===== config.mk =====
export PLATFORM = sky130hd
export DESIGN_NAME = regfile_dump_unit
export DESIGN_NICKNAME = d
export VERILOG_FILES = /design/src/rtl/regfile_dump_unit.sv
export SDC_FILE = /design/constraint.sdc
export NUM_CORES = 1
export LEC_CHECK = 0
export CORE_MARGIN = 2
export CORE_UTILIZATION = 30
export DETAILED_ROUTE_END_ITERATION = 6
export GPL_ROUTABILITY_DRIVEN = 0
export PLACE_DENSITY_LB_ADDON = 0.1
export SLEW_MARGIN = 20
export SYNTH_ARGS = -nofsm -noshare
export SYNTH_HDL_FRONTEND = slang
export SYNTH_SLANG_ARGS = --single-unit

===== constraint.sdc =====
create_clock -name _clock -period 4.1 [get_ports _clock]
set_input_delay 0.615 -clock _clock [delete_from_list [all_inputs] [get_ports _clock]]
set_output_delay 0.615 -clock _clock [all_outputs]
set_load 0.05 [all_outputs]

===== src/rtl/regfile_dump_unit.sv =====
// Walks the register file after end-of-program and streams each register over
// valid/ready, keeping a running XOR checksum of the accepted words.
module regfile_dump_unit #(
    parameter int unsigned NUM_REGS = 32,
    parameter int unsigned ADDR_W   = 5,
    parameter int unsigned DATA_W   = 32
) (
    input  logic              _clock,
    input  logic              _reset,
    input  logic              halt_i,
    output logic [ADDR_W-1:0] rf_raddr,
    input  logic [DATA_W-1:0] rf_rdata,
    output logic              dump_valid,
    input  logic              dump_ready,
    output logic [ADDR_W-1:0] dump_index,
    output logic [DATA_W-1:0] dump_data,
    output logic [DATA_W-1:0] checksum,
    output logic              busy,
    output logic              done
);

    localparam logic [ADDR_W-1:0] LAST_IDX = ADDR_W'(NUM_REGS - 1);

    typedef enum logic [1:0] {
        IDLE  = 2'd0,
        FETCH = 2'd1,
        SEND  = 2'd2,
        DONE  = 2'd3
    } state_e;

    state_e            state_q, state_d;
    logic [ADDR_W-1:0] idx_q, idx_d;
    logic [ADDR_W-1:0] raddr_q, raddr_d;
    logic [ADDR_W-1:0] dindex_q, dindex_d;
    logic [DATA_W-1:0] data_q, data_d;
    logic [DATA_W-1:0] csum_q, csum_d;
    logic              valid_q, valid_d;
    logic              busy_q, busy_d;
    logic              done_q, done_d;

    always_ff @(posedge _clock) begin
        if (_reset) begin
            state_q  <= IDLE;
            idx_q    <= '0;
            raddr_q  <= '0;
            dindex_q <= '0;
            data_q   <= '0;
            csum_q   <= '0;
            valid_q  <= 1'b0;
            busy_q   <= 1'b0;
            done_q   <= 1'b0;
        end else begin
            state_q  <= state_d;
            idx_q    <= idx_d;
            raddr_q  <= raddr_d;
            dindex_q <= dindex_d;
            data_q   <= data_d;
            csum_q   <= csum_d;
            valid_q  <= valid_d;
            busy_q   <= busy_d;
            done_q   <= done_d;
        end
    end

    // Next-state logic; flag outputs are decoded from the next state so they stay registered.
    always_comb begin
        state_d  = state_q;
        idx_d    = idx_q;
        raddr_d  = raddr_q;
        dindex_d = dindex_q;
        data_d   = data_q;
        csum_d   = csum_q;

        case (state_q)
            IDLE: begin
                if (halt_i) begin
                    state_d = FETCH;
                    idx_d   = '0;
                    raddr_d = '0;
                end
            end
            FETCH: begin
                data_d   = rf_rdata;
                dindex_d = idx_q;
                state_d  = SEND;
            end
            SEND: begin
                if (dump_ready) begin
                    csum_d = csum_q ^ data_q;
                    if (idx_q == LAST_IDX) begin
                        state_d = DONE;
                    end else begin
                        idx_d   = idx_q + ADDR_W'(1);
                        raddr_d = idx_q + ADDR_W'(1);
                        state_d = FETCH;
                    end
                end
            end
            DONE: begin
                state_d = DONE;
            end
            default: begin
                state_d = IDLE;
            end
        endcase

        valid_d = (state_d == SEND);
        busy_d  = (state_d == FETCH) || (state_d == SEND);
        done_d  = (state_d == DONE);
    end

    assign rf_raddr   = raddr_q;
    assign dump_valid = valid_q;
    assign dump_index = dindex_q;
    assign dump_data  = data_q;
    assign checksum   = csum_q;
    assign busy       = busy_q;
    assign done       = done_q;

endmodule


==> summary by stage, run 1 <==
Layout
Compared with the post-synthesis result, the final layout area differs by 45.2%. The net count of the finished layout is 489. The count of antenna diodes in the layout is 0. The non-filler instance count after layout is 590. The ratio of cells with drive above 1 in the final layout is 0.0507. The total of fill cells in the finished design is 1046.

Worst setup path
At the worst endpoint, the required time is 3.48 ns. The logic depth of the worst setup path including buffers is 1. The signal on the critical path passes through clkdlybuf4s50_1.

In this run the critical register-to-register path is launched from state_q[1]. The critical-path maximum fanout is 7. The cell with the biggest individual delay on the critical path is clkdlybuf4s50_1. STA puts the critical path data arrival time at 1.65 ns. The type of destination of the critical path is an output port. The largest single stage delay on the critical path is 0.85 ns.

The worst setup path is of the reg2out kind. Tracing the worst setup path back leads to its startpoint at rf_raddr[0]. Counting cells, the worst reg-to-reg path comes to 3. STA classifies the critical path startpoint as a flop. The cell family contributing the most delay on the critical path is buffers and inverters.

The number of buffers and inverters on the critical path is 1.

Timing
The remaining max-slew budget at the tightest pin is 0.298. The final worst-path cycle share is 0.552. Setup violations remaining at the end of the flow were counted as 0. The maximum achievable frequency is 0.442 GHz. The slew at the pin closest to its max-slew limit is 1.05 ns. Counting I/O delays and the setup requirement, the final critical path takes 2.26 ns. The number of hold-slack violations in the final timing report came to 0. Setup repair after global routing left no endpoint under its margin. The number of pins with negative max-slew slack in the final report is 0.

The sum of negative setup slack is 0 ns. The worst-case setup margin in the final layout is 1.84 ns. Between clock sinks in the finished design, the worst skew comes to 0.00911 ns.

Floorplanning
The die covers 11200 µm². The height of the chip is 106 µm. For this configuration, the core starts out at a cell density of 0.306. The area of the core is 10200 µm². The number of top-level pins is 113. In this run the horizontal extent of the chip is 106 µm. After floorplanning, the core was divided into 37 placement rows.

Clock tree
The maximum level of the CTS H-tree is 3. The latest clock arrival within the worst-skew pair is 0.34 ns. The CTS tree is done. In this run, CTS created clock tree buffers numbering 9. The setup fix buffers added after clock tree synthesis is 0. The number of sinks driven by the clock tree is 79. The buffer depth of the longest clock path is 2.

After clock tree synthesis, the clock-pin slew on the worst setup and hold paths is 0.08 ns. Once the clock tree was built, the resizer swapped 0 gates to a different size. The hold-fix buffer count after cts is 0. The cell sitting at the root of the clock tree is a clkbuf_8.

GRT
The first global-routing pass estimated 13200 µm of wire. The number of antenna violations at the first check in global routing is 0. After global routing the overflow that remains totals 0. Entering global routing, the biggest net connects 57 pins.

In the global route stage, overall resource usage came out at 0.146. The via count of the first global-routing pass is 2679.

Drt
In the final routed layout, each cell accounts on average for 13.9 µm. For this block, the initial DRC count from the detailed router was 61. The via-per-instance ratio is 4.59. The final layout contains routed wiring with a total length of 8170 µm.

The number of nets with antenna violations after detailed routing is 0. The routed layout has 2710 vias. In the routed design, unresolved DRC markers number 0. The number of iterations in the first detailed-routing pass is 4.

Synthesis
By area the synthesized netlist is led by dfxtp_1 (51%), nand2_1 (9.0%), nand4b_1 (9.0%). Yosys printed 0 warnings. dfxtp_1 takes more of the synthesized area than any other cell. The count of mapped cells out of synthesis is 352. The mean post-synth cell area is 8.85 µm².

The register bit total from synthesis is 79. The leading cell type by number of instances after synthesis is dfxtp_1. Synthesis produced a netlist with a net count of 392. Of the synthesized area, sequential elements account for 0.507. The synthesized design contains 0 enable-type register cells. The distinct cell type count after synthesis is 25. Of the post-synthesis cell area, the dominant cell type holds 0.507. After synthesis, the share of flip-flops with an asynchronous set or reset is 0. The most instantiated flip-flop cell in the synthesis netlist is dfxtp_1. After synthesis, the most frequently instantiated cells are dfxtp_1 (79), nand2_1 (75), a21oi_1 (40). The post-synth design cell area is 3120 µm².

Power and ir drop
In this run the power density over the cells is 378 nW/µm². Of the total power, combinational logic draws 0.147. The share of total power in sequential cells is 0.480. Of the total power, the clock network draws 0.373. VDD sags by at most 0.185 mV. Summed over all cells, the static leakage comes to 1.58 nW. The internal portion of the total power is 1.25 mW. The switching part of the total is 0.271.

The net switching power figure is 0.464 mW.

Outcome
The flow ran to the end, and the final reports show no timing, DRC or antenna violations.

Placed design
The number of port buffers is 112. The count of placed standard cells including taps is 574. Prior to clock tree synthesis, the placed netlist has a worst setup slack of 1.58 ns. The HPWL after detailed placement is 5150 µm.

Worst hold path
The startpoint of the lowest-slack hold path is dump_index[2]. The worst hold path passes through 2 cells. The kind of path behind the tightest hold check is reg2reg.

Job
The tool flagged a number of max-cap violations equal to 0.
[metal layers]
metal / wire, µm / part of all wire / GRT usage
met5: 0 / 0 / 0
met4: 110 / 0.013 / 0.0536
met3: 379 / 0.046 / 0.0264
met1: 3760 / 0.46 / 0.180
met2: 3930 / 0.48 / 0.253
[power by group through the flow]
| stage | clock network [mW] | registers (mW) | logic [mW] |
|---|---|---|---|
| after floorplan | 0 | 0.903 | 0.0891 |
| after global placement | 0 | 0.840 | 0.254 |
| after detailed placement | 0 | 0.840 | 0.256 |
| after CTS | 0.663 | 0.822 | 0.256 |
| after global routing | 0.691 | 0.826 | 0.270 |
| final | 0.638 | 0.821 | 0.252 |
[layout make-up]
class                           instances  area [µm²]  share of cell area
Clock buffer                           11         141              0.0312
Clock inverter                          5        81.3              0.0180
Inverter                                1        3.75            0.000829
Multi-Input combinational cell        243        1410               0.311
Sequential cell                        79        1580               0.350
Tap cell                              136         170              0.0376
Timing Repair Buffer                  115        1140               0.252
[flip-flops by register name (all words and copies together) (netlist names)]
register    cells
checksum       32
dump_data      32
dump_index      5
rf_raddr        5
state_q         2
busy            1
done            1
dump_valid      1
[cells in the final DEF, fill, tap and decap left out]
| master | synthesis | layout |
|---|---|---|
| a211oi_1 | 1 | 1 |
| a21o_1 | 1 | 1 |
| a21oi_1 | 40 | 40 |
| a311oi_1 | 2 | 2 |
| a41oi_1 | 1 | 1 |
| and3_1 | 1 | 1 |
| and4bb_2 | 1 | 1 |
| buf_2 | 17 | 1 |
| buf_4 | 1 | 3 |
| bufinv_16 | 0 | 2 |
| clkbuf_1 | 10 | 1 |
| clkbuf_8 | 0 | 10 |
| clkdlybuf4s50_1 | 0 | 111 |
| clkinv_2 | 0 | 1 |
| clkinv_4 | 0 | 1 |
| clkinvlp_4 | 0 | 1 |
| dfxtp_1 | 79 | 78 |
| dfxtp_2 | 0 | 1 |
| ha_1 | 4 | 4 |
| inv_1 | 1 | 1 |
| nand2_1 | 75 | 75 |
| nand2b_1 | 5 | 4 |
| nand2b_2 | 0 | 1 |
| nand3_1 | 1 | 1 |
| nand3b_1 | 3 | 3 |
| nand4b_1 | 32 | 32 |
| nor2_1 | 36 | 36 |
| nor2b_1 | 4 | 3 |
| nor2b_4 | 0 | 1 |
| o21a_1 | 1 | 1 |
| o21ai_0 | 2 | 2 |
| or3b_1 | 1 | 1 |
| xor2_1 | 32 | 32 |
[final timing paths]
check / end / slack [ns]
min reg2reg: dump_index[2] / 0.46
min: dump_index[2] / 0.46
max reg2reg: dump_index[1] / 2.02
max: rf_raddr[0] / 1.84
[cells by family after synthesis]
group,share of synthesized area
and+or+nand+nor,0.259
DFF,0.507
AOI/OAI and AO/OA,0.0831
xor gates and xnor gates,0.0899
buffers and inverters,0.0442
adders and majority gates,0.0161
[tightest hold or removal path: cells and delay by family (launching register included)]
kind            cells  cell delay, ns
compound gates      1            0.05
flops               1            0.31
simple gates        1            0.05
[stage by stage]
step                cell area [µm²]  utilization  total power [mW]  hold slack (ns)
finish                         4530        0.444              1.71            0.458
global route                   4530        0.444              1.79            0.478
CTS                            4530        0.444              1.74            0.462
detailed placement             4300        0.422              1.10            0.451
global placement               4300        0.422              1.09            0.443
floorplan                      3120            -             0.992            0.672
Note: power is estimated with default switching activity, not from simulation.
==> run 2: changes to the inputs <==
Clock period 4.1 ns to 2.1 ns, I/O delays scaled along.
==> run 2 against run 1 <==
Compared with the run above:
- core utilization up 0.72 points
- sequential share of layout area down 0.56 points
- clock power up 91%
- global-route usage down 0.054 points
- worst hold slack worse by 0.053 ns
- largest cell class unchanged
- critical endpoint is now rf_raddr[2]
==> summary by stage, run 2 (synthesis gave the netlist of run 1 again) <==
Worst setup path
The type of destination of the critical path is an output port. The worst setup path category is reg2out. The nature of the critical path startpoint is a flop. The arrival time of data at the critical path endpoint is 1.63 ns (-0.02 ns). The cell with the biggest individual delay on the critical path is clkdlybuf4s50_1.

The critical-path maximum fanout is 7 (unchanged). The kind of cell with the highest combined delay along the critical path is buffers and inverters. The signal on the critical path passes through clkdlybuf4s50_1. The delay of the slowest cell on the worst path is 0.85 ns (about the same). The critical path required time is 1.78 ns (-1.70 ns).

The worst path buffer plus inverter count is 1 (unchanged).

Drt
The total length of routed wires is 8160 µm (-0.21%). The number of nets with antenna violations after detailed routing is 0 (unchanged). The post-detailed-route DRC marker count is 0 (unchanged). The number of vias after detailed routing is 2717 (+0.26%).

The starting DRC count in detailed routing is 71 (+16%). The number of iterations in the first detailed-routing pass is 4 (unchanged). The wire length per cell after detailed routing was 13.7 µm (-1.4%).

The via-per-instance ratio is 4.55 (-0.92%).

GRT
The first-pass GRT wire length is 12900 µm (-2.0%). The number of antenna violations at the first check in global routing was 0 (unchanged). The total overflow reported by the global router is 0 (unchanged). The overall global routing resource usage is 0.145 (-0.000536). The pin count of the biggest net entering global routing is 48 (-16%). The via count of the first global-routing pass is 2526 (-5.7%).

Layout
The final core utilization came to 0.452 (+0.00725). The count of antenna diodes in the layout is 0 (unchanged). Leaving out fill and tap cells, the most frequent cells in the layout are clkdlybuf4s50_1 (111), dfxtp_1 (78), nand2_1 (75), a21oi_1 (40), nor2_1 (36). The ratio of cells with drive above 1 in the final layout is 0.0651 (+0.0144). The net count of the finished layout came to 497 (+1.6%). The area overhead of the layout relative to synthesis is 47.6%. The non-filler instance count after layout is 597 (+1.2%). The total of fill cells in the finished design is 1029 (-1.6%).

The most frequent standard cell in the layout excluding fill and tap cells is clkdlybuf4s50_1.

Timing
The number of hold-slack violations in the final timing report is 0 (unchanged). The remaining max-slew budget at the tightest pin is 0.401 (+0.103). The final worst clock skew is 0.0109 ns (+0.00183 ns). The sum of negative setup slack is 0 ns (unchanged). The final-report setup violation count is 0 (unchanged).

The worst-case setup margin in the final layout is 0.151 ns (-1.69 ns). The smallest clock period supported by the final layout is computed as 1.95 ns. Setup repair after global routing left no endpoint under its margin. The maximum achievable frequency is 0.513 GHz.

The slew at the pin closest to its max-slew limit is 0.896 ns (-0.156 ns). The number of pins with negative max-slew slack in the final report is 0 (unchanged). The final worst-path cycle share is 0.928.

Floorplanning
The count of standard-cell rows is 37 (unchanged). The width of the chip is 106 µm (unchanged). The starting density of the core came to 0.306 (unchanged). The area of the core is 10200 µm² (unchanged).

The height of the chip is 106 µm (unchanged). The die footprint is 11200 µm² (unchanged). The number of top-level pins came to 113 (unchanged).

Power and ir drop
The overall power is 3.33 mW (+95%). The share of total power in sequential cells came to 0.475 (-0.005). The clock power share was 0.366 (-0.007).

The static leakage is 1.63 nW (+3.2%). The switching part of the total came to 0.267 (-0.00391). The net switching power figure is 0.890 mW (+92%). The power per cell area was 725 nW/µm² (+92%). The combinational fraction of design power is 0.159 (+0.012). The worst voltage drop across the vdd grid was 0.437 mV (+140%). The internal power summed over all cells is 2.44 mW (+96%).

Placed design
The detailed-placement wirelength estimate is 5550 µm (+7.7%). The worst setup slack after placement is 0.349 ns (-1.23 ns). The number of port buffers is 112 (unchanged). The count of placed standard cells including taps is 582 (+1.4%).

Clock tree
The clock transition at the registers of the reported paths was 0.07 ns (about the same). The hold-fix buffer count after cts is 0 (unchanged). The setup fix buffers added after clock tree synthesis is 0 (unchanged).

The maximum level of the CTS H-tree is 3 (unchanged). The buffer depth of the longest clock path came to 2 (unchanged). The number of gates given a new drive strength after cts was 0 (unchanged). The latest clock arrival within the worst-skew pair came to 0.34 ns (about the same).

The number of sinks driven by the clock tree is 79 (unchanged). The number of buffers added by the clock tree synthesis step is 9 (unchanged). The clock tree root buffer cell is clkbuf_8. The CTS tree is done.

Job
The max capacitance violation total came to 0 (unchanged).

Outcome
The run finished with clean final reports.

Worst hold path
The path class of the tightest hold or removal check is in2reg.
[run 2: changes by cell type in the layout (fill, tap and decap cells not counted), sizes merged]
cell      delta
clkinvlp     -1
buf          +8
[run 2: cell type report]
cell class              instances  area [µm²]  area share
clock buffers                  11         141      0.0307
clock inverters                 4        70.1      0.0152
inverters                       1        3.75    0.000816
multi-input cells             243        1410       0.306
flip-flops and latches         79        1580       0.344
well taps                     136         170      0.0370
repair buffers                123        1220       0.266
[run 2: worst paths after layout]
path                 start            end  slack (ns)  cells after the start
max            rf_raddr[2]    rf_raddr[2]        0.15                      1
min reg2reg  dump_index[3]  dump_index[3]        0.46                      2
min                 _reset    checksum[4]        0.40                      2
max reg2reg    rf_raddr[0]    rf_raddr[3]        0.37                      6
[run 2: through the flow]
stage	cell area, µm²	hold WS, ns
2_1_floorplan	3120	0.451
3_3_place_gp	4390	0.444
3_5_place_dp	4390	0.453
4_1_cts	4600	0.396
5_1_grt	4600	0.428
6_report	4600	0.405
[run 2: power groups by stage]
stage	clock network, mW	logic, mW	registers [mW]
3_5_place_dp	0	0.537	1.62
4_1_cts	1.26	0.538	1.59
5_1_grt	1.32	0.570	1.59
2_1_floorplan	0	0.174	1.76
3_3_place_gp	0	0.535	1.62
6_report	1.22	0.530	1.58
[run 2: layer usage]
layer  share of wire  wire length (µm)  global-route usage
met4           0.013               102              0.0451
met3           0.049               403              0.0386
met2            0.48              3890               0.235
met5               0                 0                   0
met1            0.46              3760               0.190
==> run 3: changes to the inputs <==
Settings changed: CORE_MARGIN 2 to 1.
==> run 3 against run 2 <==
Compared with the run above:
- worst hold slack improved by 0.0094 ns
- largest cell class unchanged
- combinational power about the same
- sequential share of layout area rose by 0.17 points
- global-route usage is 0.75 points higher
- critical path type unchanged
- largest power group unchanged
- final area is 0.49% lower
- clock power fell by 9.8%
- critical endpoint is now rf_raddr[0]
- non-clock buffer count up 1
- critical path depth increased by 1
- fmax up 0.55%
==> summary by stage, run 3 (synthesis gave the netlist of run 1 again) <==
Drt
The met2 wire length is 3850 µm (-1.1%). The length of routed met3 wiring is 328 µm (-19%). The wire length per cell after detailed routing is 13.5 µm (-1.2%). The number of nets with antenna violations after detailed routing is 0 (unchanged).

The met1 layer wirelength in the final routing is 3760 µm (-0.16%). The number of vias after detailed routing is 2718 (+0.037%). The starting DRC count in detailed routing is 57 (-20%).

The post-detailed-route DRC marker count is 0 (unchanged). The total length of routed wires is 8010 µm (-1.8%). The number of iterations in the first detailed-routing pass is 4 (unchanged).

The via-per-instance ratio was 4.58 (+0.71%). After detailed routing, no signal wire sits above met4.

Timing
The number of hold-slack violations in the final timing report came to 0 (unchanged). The slew at the pin closest to its max-slew limit came to 0.541 ns (-0.355 ns). The maximum achievable frequency came to 0.516 GHz (+0.55%). The final worst clock skew came to 0.00661 ns (-0.00432 ns). The number of pins with negative max-slew slack in the final report came to 0 (unchanged). The final worst-path cycle share was 0.923 (-0.00512). The remaining max-slew budget at the tightest pin was 0.638 (+0.237). The final-report setup violation count is 0 (unchanged). The minimum clock period was 1.94 ns (-0.0107 ns). The worst hold margin is 0.414 ns (+0.00942 ns). The sum of negative setup slack is 0 ns (unchanged).

Setup repair after global routing left no endpoint under its margin.

Layout
Leaving out fill and tap cells, the most frequent cell in the layout is clkdlybuf4s50_1. The count of antenna diodes in the layout is 0 (unchanged). The top cell types in the final layout, fill and taps aside, are clkdlybuf4s50_1 (111), dfxtp_1 (78), nand2_1 (75), a21oi_1 (40), nor2_1 (36). The net count of the finished layout was 498 (+0.20%). The area of all placed cells without fillers is 4580 µm² (-0.49%). The final core utilization is 0.462 (+0.0103). The total of fill cells in the finished design is 1003 (-2.5%). The area overhead of the layout relative to synthesis is 46.8%. The ratio of cells with drive above 1 in the final layout came to 0.0630 (-0.00203).

Clock tree
The number of gates given a new drive strength after cts came to 0 (unchanged). The hold-fix buffer count after cts was 0 (unchanged). The number of sinks driven by the clock tree is 79 (unchanged).

The clock tree root buffer cell is clkbuf_8. The buffer depth of the longest clock path was 2 (unchanged). The latest clock arrival within the worst-skew pair came to 0.34 ns (about the same). The number of buffers added by the clock tree synthesis step came to 9 (unchanged).

The maximum level of the CTS H-tree is 3 (unchanged). The clock transition at the registers of the reported paths is 0.08 ns (about the same). The setup fix buffers added after clock tree synthesis was 0 (unchanged). TritonCTS built the clock tree.

Floorplanning
The width of the chip is 104 µm (-1.9%). The die footprint is 10800 µm² (-3.7%). The number of top-level pins is 113 (unchanged). The starting density of the core was 0.315 (+0.00850).

The height of the chip is 104 µm (-1.9%). The count of standard-cell rows is 36 (-2.7%). The area of the core is 9910 µm² (-2.7%).

Job
The max capacitance violation total was 0 (unchanged).

Worst setup path
The critical path required time is 1.78 ns (about the same). The type of destination of the critical path is an output port. The critical path is of the reg2out type. The arrival time of data at the critical path endpoint came to 1.62 ns (about the same). The critical-path maximum fanout came to 6 (-1). Traced cell by cell, the critical path runs through buf_4 -> clkdlybuf4s50_1. The worst setup path is launched from a flop. The cell with the biggest individual delay on the critical path is clkdlybuf4s50_1.

The delay of the slowest cell on the worst path is 0.80 ns (-0.05 ns).

GRT
The number of antenna violations at the first check in global routing was 0 (unchanged). The pin count of the biggest net entering global routing is 32 (-33%). The first-pass GRT wire length is 13400 µm (+3.7%). The total overflow reported by the global router is 0 (unchanged). The via count of the first global-routing pass is 2649 (+4.9%). The overall global routing resource usage is 0.153 (+0.00752).

Power and ir drop
The worst voltage drop across the vdd grid is 0.303 mV (-31%). The overall power is 3.22 mW (-3.5%). The static leakage is 1.62 nW (-0.59%). The power per cell area is 703 nW/µm² (-3.0%).

Placed design
The detailed-placement wirelength estimate is 5440 µm (-1.9%). The number of port buffers came to 112 (unchanged). The placed standard-cell area is 4390 µm² (about the same).

Worst hold path
The kind of path behind the tightest hold check is in2reg.

Outcome
The run finished with clean final reports.
==> run 3: cell count changes in the layout (fill, tap and decap cells not counted), sizes merged <==
cell    delta
clkinv     -2
buf        +1
bufinv     -1
clkbuf     +1
==> run 3: stage by stage <==
step | std cells | setup WS, ns
2_1_floorplan | 352 | 0.135
3_3_place_gp | 580 | 0.345
3_5_place_dp | 580 | 0.309
4_1_cts | 593 | 0.130
5_1_grt | 593 | 0.103
6_report | 593 | 0.162
==> run 3: critical path, delay by kind of cell, from the launching register on <==
family                 cells  cell delay, ns
buffers and inverters      2            0.94
DFF                        1            0.34
==> run 3: area by class of cell <==
class                           instances  area (µm²)  area share
Clock buffer                           12         155      0.0339
Clock inverter                          1        30.0     0.00656
Inverter                                1        3.75    0.000820
Multi-Input combinational cell        243        1410       0.308
Sequential cell                        79        1580       0.346
Tap cell                              133         166      0.0364
Timing Repair Buffer                  124        1230       0.269
==> run 3: path summary, 6_finish.rpt <==
check / from / end / cells past startpoint / slack, ns
min: _reset / checksum[30] / 2 / 0.41
min reg2reg: dump_index[0] / dump_index[0] / 2 / 0.46
max: rf_raddr[0] / rf_raddr[0] / 2 / 0.16
max reg2reg: rf_raddr[0] / rf_raddr[3] / 6 / 0.35
==> run 3: power breakdown <==
| group | internal [mW] | switching (mW) |
|---|---|---|
| combinational | 0.207 | 0.322 |
| sequential | 1.55 | 0.0410 |
| clock | 0.596 | 0.507 |
==> run 3: routing by layer <==
metal  vias to the layer above  track usage
met5                         -            0
met4                         0       0.0520
met3                         8       0.0320
met2                        63        0.265
met1                      1270        0.187
li1                       1377            -
